$ cat config.mk
export PLATFORM = sky130hd
export DESIGN_NAME = modem_cmult_pipe_flat
export DESIGN_NICKNAME = d
export VERILOG_FILES = /design/src/rtl/modem_cmult_pipe_if.sv /design/src/rtl/modem_cmult_pipe.sv /design/src/flat_wrapper.sv
export SDC_FILE = /design/constraint.sdc
export NUM_CORES = 2
export LEC_CHECK = 0
export CAP_MARGIN = 20
export CORE_ASPECT_RATIO = 1.1
export CORE_MARGIN = 5
export CORE_UTILIZATION = 51
export DETAILED_ROUTE_END_ITERATION = 10
export PLACE_DENSITY_LB_ADDON = 0.12
export SYNTH_ARGS = -nofsm -noshare
export SYNTH_HDL_FRONTEND = slang
export SYNTH_SLANG_ARGS = --single-unit
$ cat constraint.sdc
create_clock -name clk -period 6.8 [get_ports clk]
set_clock_uncertainty 0.2 [all_clocks]
set_input_delay 0.68 -clock clk [delete_from_list [all_inputs] [get_ports clk]]
set_output_delay 0.68 -clock clk [all_outputs]
set_load 0.01 [all_outputs]
$ cat src/rtl/modem_cmult_pipe_if.sv
`default_nettype none
// ----------------------------------------------------------------------------
// Module   : modem_cmult_pipe_if
// Purpose  : Sample/result bundle for the pipelined complex multiplier.
// Revision : 1.0 - initial release
// ----------------------------------------------------------------------------
interface modem_cmult_pipe_if #(
  parameter int DATA_W = 16,
  parameter int OUT_W  = 16,
  parameter int CNT_W  = 16
);
  logic                     i_valid;
  logic                     i_conj;
  logic signed [DATA_W-1:0] i_a_i;
  logic signed [DATA_W-1:0] i_a_q;
  logic signed [DATA_W-1:0] i_b_i;
  logic signed [DATA_W-1:0] i_b_q;
  logic                     i_sat_clr;
  logic                     o_valid;
  logic signed [OUT_W-1:0]  o_c_i;
  logic signed [OUT_W-1:0]  o_c_q;
  logic                     o_sat;
  logic [CNT_W-1:0]         o_sat_cnt;

  modport master (
    output i_valid, i_conj, i_a_i, i_a_q, i_b_i, i_b_q, i_sat_clr,
    input  o_valid, o_c_i, o_c_q, o_sat, o_sat_cnt
  );

  modport slave (
    input  i_valid, i_conj, i_a_i, i_a_q, i_b_i, i_b_q, i_sat_clr,
    output o_valid, o_c_i, o_c_q, o_sat, o_sat_cnt
  );
endinterface
`default_nettype wire

$ cat src/rtl/modem_cmult_pipe.sv
`default_nettype none
// ----------------------------------------------------------------------------
// Module   : modem_cmult_pipe
// Purpose  : 4-stage complex multiplier (a*b or a*conj(b)) with rounding,
//            saturation and a sticky saturation counter.
// Revision : 1.0 - initial release
// ----------------------------------------------------------------------------
module modem_cmult_pipe #(
  parameter int DATA_W = 16,
  parameter int OUT_W  = 16,
  parameter int SHIFT  = 15,
  parameter int CNT_W  = 16
) (
  input logic               clk,
  input logic               reset,
  modem_cmult_pipe_if.slave bus
);
  localparam int PW = 2 * DATA_W;
  localparam int SW = PW + 1;
  localparam int RW = SW + 1;  // headroom for the rounding bias
  localparam logic signed [RW-1:0] C_MAX = {{(RW-OUT_W+1){1'b0}}, {(OUT_W-1){1'b1}}};
  localparam logic signed [RW-1:0] C_MIN = {{(RW-OUT_W+1){1'b1}}, {(OUT_W-1){1'b0}}};
  localparam logic [CNT_W-1:0]     C_CNT_MAX = {CNT_W{1'b1}};

  logic                     r1_valid, r1_conj;
  logic signed [DATA_W-1:0] r1_a_i, r1_a_q, r1_b_i, r1_b_q;
  logic                     r2_valid, r2_conj;
  logic signed [PW-1:0]     r2_p_ii, r2_p_qq, r2_p_qi, r2_p_iq;
  logic                     r3_valid;
  logic signed [SW-1:0]     r3_s_i, r3_s_q;
  logic                     r4_valid, r_sat;
  logic signed [OUT_W-1:0]  r_c_i, r_c_q;
  logic [CNT_W-1:0]         r_sat_cnt;
  logic signed [RW-1:0]     w_rnd_i, w_rnd_q;
  logic signed [OUT_W-1:0]  w_c_i, w_c_q;
  logic                     w_sat_i, w_sat_q, w_sat;

  // Data registers load only with their valid, so idle inputs never disturb them.
  always_ff @(posedge clk) begin
    if (reset) begin
      r1_valid <= 1'b0;
      r2_valid <= 1'b0;
      r3_valid <= 1'b0;
    end else begin
      r1_valid <= bus.i_valid;
      r2_valid <= r1_valid;
      r3_valid <= r2_valid;
    end
    if (bus.i_valid) begin
      r1_conj <= bus.i_conj;
      r1_a_i  <= bus.i_a_i;
      r1_a_q  <= bus.i_a_q;
      r1_b_i  <= bus.i_b_i;
      r1_b_q  <= bus.i_b_q;
    end
    if (r1_valid) begin
      r2_conj <= r1_conj;
      r2_p_ii <= r1_a_i * r1_b_i;
      r2_p_qq <= r1_a_q * r1_b_q;
      r2_p_qi <= r1_a_q * r1_b_i;
      r2_p_iq <= r1_a_i * r1_b_q;
    end
    if (r2_valid) begin
      r3_s_i <= r2_conj ? SW'(r2_p_ii) + SW'(r2_p_qq) : SW'(r2_p_ii) - SW'(r2_p_qq);
      r3_s_q <= r2_conj ? SW'(r2_p_qi) - SW'(r2_p_iq) : SW'(r2_p_qi) + SW'(r2_p_iq);
    end
  end

  generate
    if (SHIFT == 0) begin : g_pass
      assign w_rnd_i = RW'(r3_s_i);
      assign w_rnd_q = RW'(r3_s_q);
    end else begin : g_round
      localparam logic signed [RW-1:0] C_HALF    = RW'(1) <<< (SHIFT - 1);
      localparam logic signed [RW-1:0] C_HALF_M1 = C_HALF - RW'(1);
      logic signed [RW-1:0] w_bias_i, w_bias_q;
      // Negative sums take half-1 so the arithmetic shift rounds -0.5 to -1.
      assign w_bias_i = r3_s_i[SW-1] ? C_HALF_M1 : C_HALF;
      assign w_bias_q = r3_s_q[SW-1] ? C_HALF_M1 : C_HALF;
      assign w_rnd_i  = (RW'(r3_s_i) + w_bias_i) >>> SHIFT;
      assign w_rnd_q  = (RW'(r3_s_q) + w_bias_q) >>> SHIFT;
    end
  endgenerate

  always_comb begin
    w_sat_i = 1'b0;
    w_sat_q = 1'b0;
    w_c_i   = w_rnd_i[OUT_W-1:0];
    w_c_q   = w_rnd_q[OUT_W-1:0];
    if (w_rnd_i > C_MAX) begin
      w_c_i   = C_MAX[OUT_W-1:0];
      w_sat_i = 1'b1;
    end else if (w_rnd_i < C_MIN) begin
      w_c_i   = C_MIN[OUT_W-1:0];
      w_sat_i = 1'b1;
    end
    if (w_rnd_q > C_MAX) begin
      w_c_q   = C_MAX[OUT_W-1:0];
      w_sat_q = 1'b1;
    end else if (w_rnd_q < C_MIN) begin
      w_c_q   = C_MIN[OUT_W-1:0];
      w_sat_q = 1'b1;
    end
  end

  assign w_sat = w_sat_i | w_sat_q;

  always_ff @(posedge clk) begin
    if (reset) begin
      r4_valid  <= 1'b0;
      r_c_i     <= '0;
      r_c_q     <= '0;
      r_sat     <= 1'b0;
      r_sat_cnt <= '0;
    end else begin
      r4_valid <= r3_valid;
      if (r3_valid) begin
        r_c_i <= w_c_i;
        r_c_q <= w_c_q;
        r_sat <= w_sat;
      end
      // Counter moves together with the result it counts; clear wins.
      if (bus.i_sat_clr)
        r_sat_cnt <= '0;
      else if (r3_valid && w_sat && (r_sat_cnt != C_CNT_MAX))
        r_sat_cnt <= r_sat_cnt + CNT_W'(1);
    end
  end

  assign bus.o_valid   = r4_valid;
  assign bus.o_c_i     = r_c_i;
  assign bus.o_c_q     = r_c_q;
  assign bus.o_sat     = r_sat;
  assign bus.o_sat_cnt = r_sat_cnt;
endmodule
`default_nettype wire

$ cat src/flat_wrapper.sv
// flat-port wrapper written by rule: the top's interface ports become plain ports
module modem_cmult_pipe_flat 
#(
  parameter int DATA_W = 16,
  parameter int OUT_W  = 16,
  parameter int SHIFT  = 15,
  parameter int CNT_W  = 16
)
  (clk, reset, bus_i_valid, bus_i_conj, bus_i_a_i, bus_i_a_q, bus_i_b_i, bus_i_b_q, bus_i_sat_clr, bus_o_valid, bus_o_c_i, bus_o_c_q, bus_o_sat, bus_o_sat_cnt);
  modem_cmult_pipe_if #(.DATA_W(DATA_W), .OUT_W(OUT_W), .CNT_W(CNT_W)) bus_i ();
  input logic clk;
  input logic reset;
  input wire logic [$bits(bus_i.i_valid)-1:0] bus_i_valid;
  input wire logic [$bits(bus_i.i_conj)-1:0] bus_i_conj;
  input wire logic [$bits(bus_i.i_a_i)-1:0] bus_i_a_i;
  input wire logic [$bits(bus_i.i_a_q)-1:0] bus_i_a_q;
  input wire logic [$bits(bus_i.i_b_i)-1:0] bus_i_b_i;
  input wire logic [$bits(bus_i.i_b_q)-1:0] bus_i_b_q;
  input wire logic [$bits(bus_i.i_sat_clr)-1:0] bus_i_sat_clr;
  output wire logic [$bits(bus_i.o_valid)-1:0] bus_o_valid;
  output wire logic [$bits(bus_i.o_c_i)-1:0] bus_o_c_i;
  output wire logic [$bits(bus_i.o_c_q)-1:0] bus_o_c_q;
  output wire logic [$bits(bus_i.o_sat)-1:0] bus_o_sat;
  output wire logic [$bits(bus_i.o_sat_cnt)-1:0] bus_o_sat_cnt;
  assign bus_i.i_valid = bus_i_valid;
  assign bus_i.i_conj = bus_i_conj;
  assign bus_i.i_a_i = bus_i_a_i;
  assign bus_i.i_a_q = bus_i_a_q;
  assign bus_i.i_b_i = bus_i_b_i;
  assign bus_i.i_b_q = bus_i_b_q;
  assign bus_i.i_sat_clr = bus_i_sat_clr;
  assign bus_o_valid = bus_i.o_valid;
  assign bus_o_c_i = bus_i.o_c_i;
  assign bus_o_c_q = bus_i.o_c_q;
  assign bus_o_sat = bus_i.o_sat;
  assign bus_o_sat_cnt = bus_i.o_sat_cnt;
  modem_cmult_pipe #(.DATA_W(DATA_W), .OUT_W(OUT_W), .SHIFT(SHIFT), .CNT_W(CNT_W)) u_core (.clk(clk), .reset(reset), .bus(bus_i));
endmodule
==> run metrics <==
vias after detailed routing 38400; Largest stage delay, worst path 550 ps; Num Clock Sinks 313; die height 353 µm; clock buffer count from CTS 43; 1st-iter DRT viols 2281; WL/cell 19.4 µm; number of hold buffers added after cts 0; CTS Buffer Depth 3; Post-synth ARST share 0%; GRT overflow 0; Ys Warns 0; Final Hold Viols 0; Post-synth EDFFs 260; most common cell after layout, fill and taps aside inv_1; placed insts 7206; Req. time, crit path 6960 ps; Post-Syn Area per Cell 9.69 µm²; die area 113000 µm²; Cell variety after synth 74; initial antenna violation count 3; CORE AREA 106000 µm²; Max Cap Viol 0; peak fanout along the critical path 17; total wire length 142 mm; net count after synthesis 7163; post-route clock period utilization 99.1%; sequential cell area fraction in the yosys report 16.3%; Starting Density 51.4%; status complete, no violations; Synth area leaders fa_1, edfxtp_1, ha_1; Placer Congestion 0.911; Layout Nets 7425; ordered list of cells on the worst path buf_12, buf_12, and2_4, fa_1, inv_1, fa_1, fa_1, fa_1, inv_1, fa_1, fa_1, ha_4, a21o_1, buf_4, a221o_1, a211o_1, a21o_1, a21oi_2, o31a_1, nor2b_4, xnor2_4; number of synthesized register bits 313; Post-synth top flop edfxtp_1; critical path class flop to flop; Crit. End Element flop; relative slew slack 29.7%; Final min period 6740 ps; share of cells above drive strength 1 8.60%; DR pass1 iterations 5; min-delay worst type flop to flop; DP Wirelength 118 mm; worst path bufs/invs 5; I/O pin cnt 119; RSZ-0062 raised after global routing true; clk_lat worst skew 640 ps; global-route wire length before repair 228 mm; fmax 148 MHz; # H-tree levels 2; CP dominant cell by count fa_1; final slew viol count 0; top cell type's share of synthesized area 38.6%; cell taking the most area after synthesis fa_1; worst reg2reg setup slack 60 ps; root buffer selected by CTS clkbuf_16; Vias per Instance 5.24; register area 8870 µm²; Final ANT Viol Nets 0; area grow syn2layout 13.2%; Multi-input gate area 40800 µm²; Worst Path Arrival 6890 ps; crit start category flop; Global Route Usage Sum 25.8%; post-synthesis instance area 54500 µm²; Die X 322 µm; Slowest cell on crit path fa_1; # rows 125; # DRC 0; PortBufs 118; number of global-route vias before repair 40800; fillers 9187; Top delay family on crit path adder cells; pin count of the biggest net entering global routing 70; measured slew at the worst slew-check pin 1050 ps; clk slew on worst S/H paths 60 ps; final setup vio count 0; commonest non-fill, non-tap cells in the layout inv_1, fa_1, nand2_1, and2_1, ha_1; CTS tree done; Syn Inst Count 5621; Layout Cells excl Fill 7317
registers in the layout, indices dropped and copies added (netlist names), 32 cells and up:
| name | count |
|---|---|
| u_core.r2_p_ii | 32 |
| u_core.r2_p_iq | 32 |
| u_core.r2_p_qi | 32 |
| u_core.r2_p_qq | 32 |
| u_core.r3_s_i | 33 |
| u_core.r3_s_q | 33 |
metrics by stage:
step / util, % / instance area (µm²) / hold WS (ps) / setup TNS, ps / setup slack [ps]
after floorplan: - / 54500 / 200 / 0 / 153
after global placement: 56.0 / 59300 / 219 / -772 / -212
after detailed placement: 56.0 / 59300 / 211 / -1330 / -200
after CTS: 57.4 / 60800 / 219 / 0 / 2.07
after global routing: 58.2 / 61600 / 224 / -515 / -142
final: 58.2 / 61600 / 223 / 0 / 61.8
area by class of cell:
type	instances	share of cell area, %
clock inverters	34	0.591
multi-input cells	3898	66.2
clock buffers	46	1.76
well taps	1397	2.84
inverters	1191	7.25
diodes	2	0.00812
repair buffers	436	6.93
flip-flops and latches	313	14.4
synth_stat cells (5+ instances only):
library cell	number
or4_1	6
xnor2_1	203
nand3b_1	6
nand2_1	569
nand2b_1	36
a211oi_1	27
and2_1	508
nor4_1	9
edfxtp_1	260
or3_1	17
xor2_1	88
nand3_1	38
and3_1	24
a21boi_0	7
nor2b_1	25
a211o_1	8
inv_1	1190
o211ai_1	18
buf_1	5
ha_1	423
o21bai_1	24
and4_1	5
a31oi_1	20
nand4_1	20
fa_1	1050
or2_2	7
a21o_1	61
a21oi_1	199
o31ai_1	7
o21ai_0	94
clkbuf_1	212
a311oi_1	10
a2111oi_0	6
nor2_1	214
dfxtp_1	53
o21a_1	41
nor3_1	68
routing by layer:
layer | up-vias | global-route usage, % | wire length (µm)
met4 | 0 | 11.3 | 7800
met2 | 953 | 41.1 | 65500
li1 | 17800 | - | -
met5 | - | 0 | 0
met1 | 19400 | 34.0 | 58200
met3 | 215 | 5.70 | 10300
worst register-to-register path, delay by kind of cell (launching register included):
kind | cells | cell delay (ps)
compound gates | 6 | 1590
flops | 1 | 410
fa+ha+maj | 7 | 3220
xor+xnor | 1 | 100
simple gates | 2 | 370
buf+inv | 5 | 550
cell families (layout without fill, tap and decap cells):
kind of cell,Yosys count,after routing,synth area share [%]
and+or+nand+nor,1567,1567,14.3
adders and majority gates,1473,1473,48.3
buffers and inverters,1410,1707,9.75
AOI/OAI and AO/OA,564,564,6.61
DFF,313,313,16.3
xor gates and xnor gates,291,291,4.68
muxes,3,3,0.0574
other,0,2,0
final timing paths:
path / depth (start not counted) / startpoint / to
worst max-delay path: 21 / u_core.r1_b_i[6]$_DFFE_PP_ / u_core.r2_p_qi[29]$_DFFE_PP_
worst min-delay path: 0 / u_core.r1_conj$_DFFE_PP_ / u_core.r2_conj$_DFFE_PP_
worst max register to register: 21 / u_core.r1_b_i[6]$_DFFE_PP_ / u_core.r2_p_qi[29]$_DFFE_PP_
worst min register to register: 0 / u_core.r1_conj$_DFFE_PP_ / u_core.r2_conj$_DFFE_PP_
timing repair:
action,in CTS,in global routing
cloned,0,1
buffers inserted,0,30
setup endpoints to repair,19,39
pin swaps,2,66
gates resized for setup,19,132
Power is left out: the tool's default activity adds up to more than one toggle a clock period on the data nets, which glitch-free logic cannot reach.
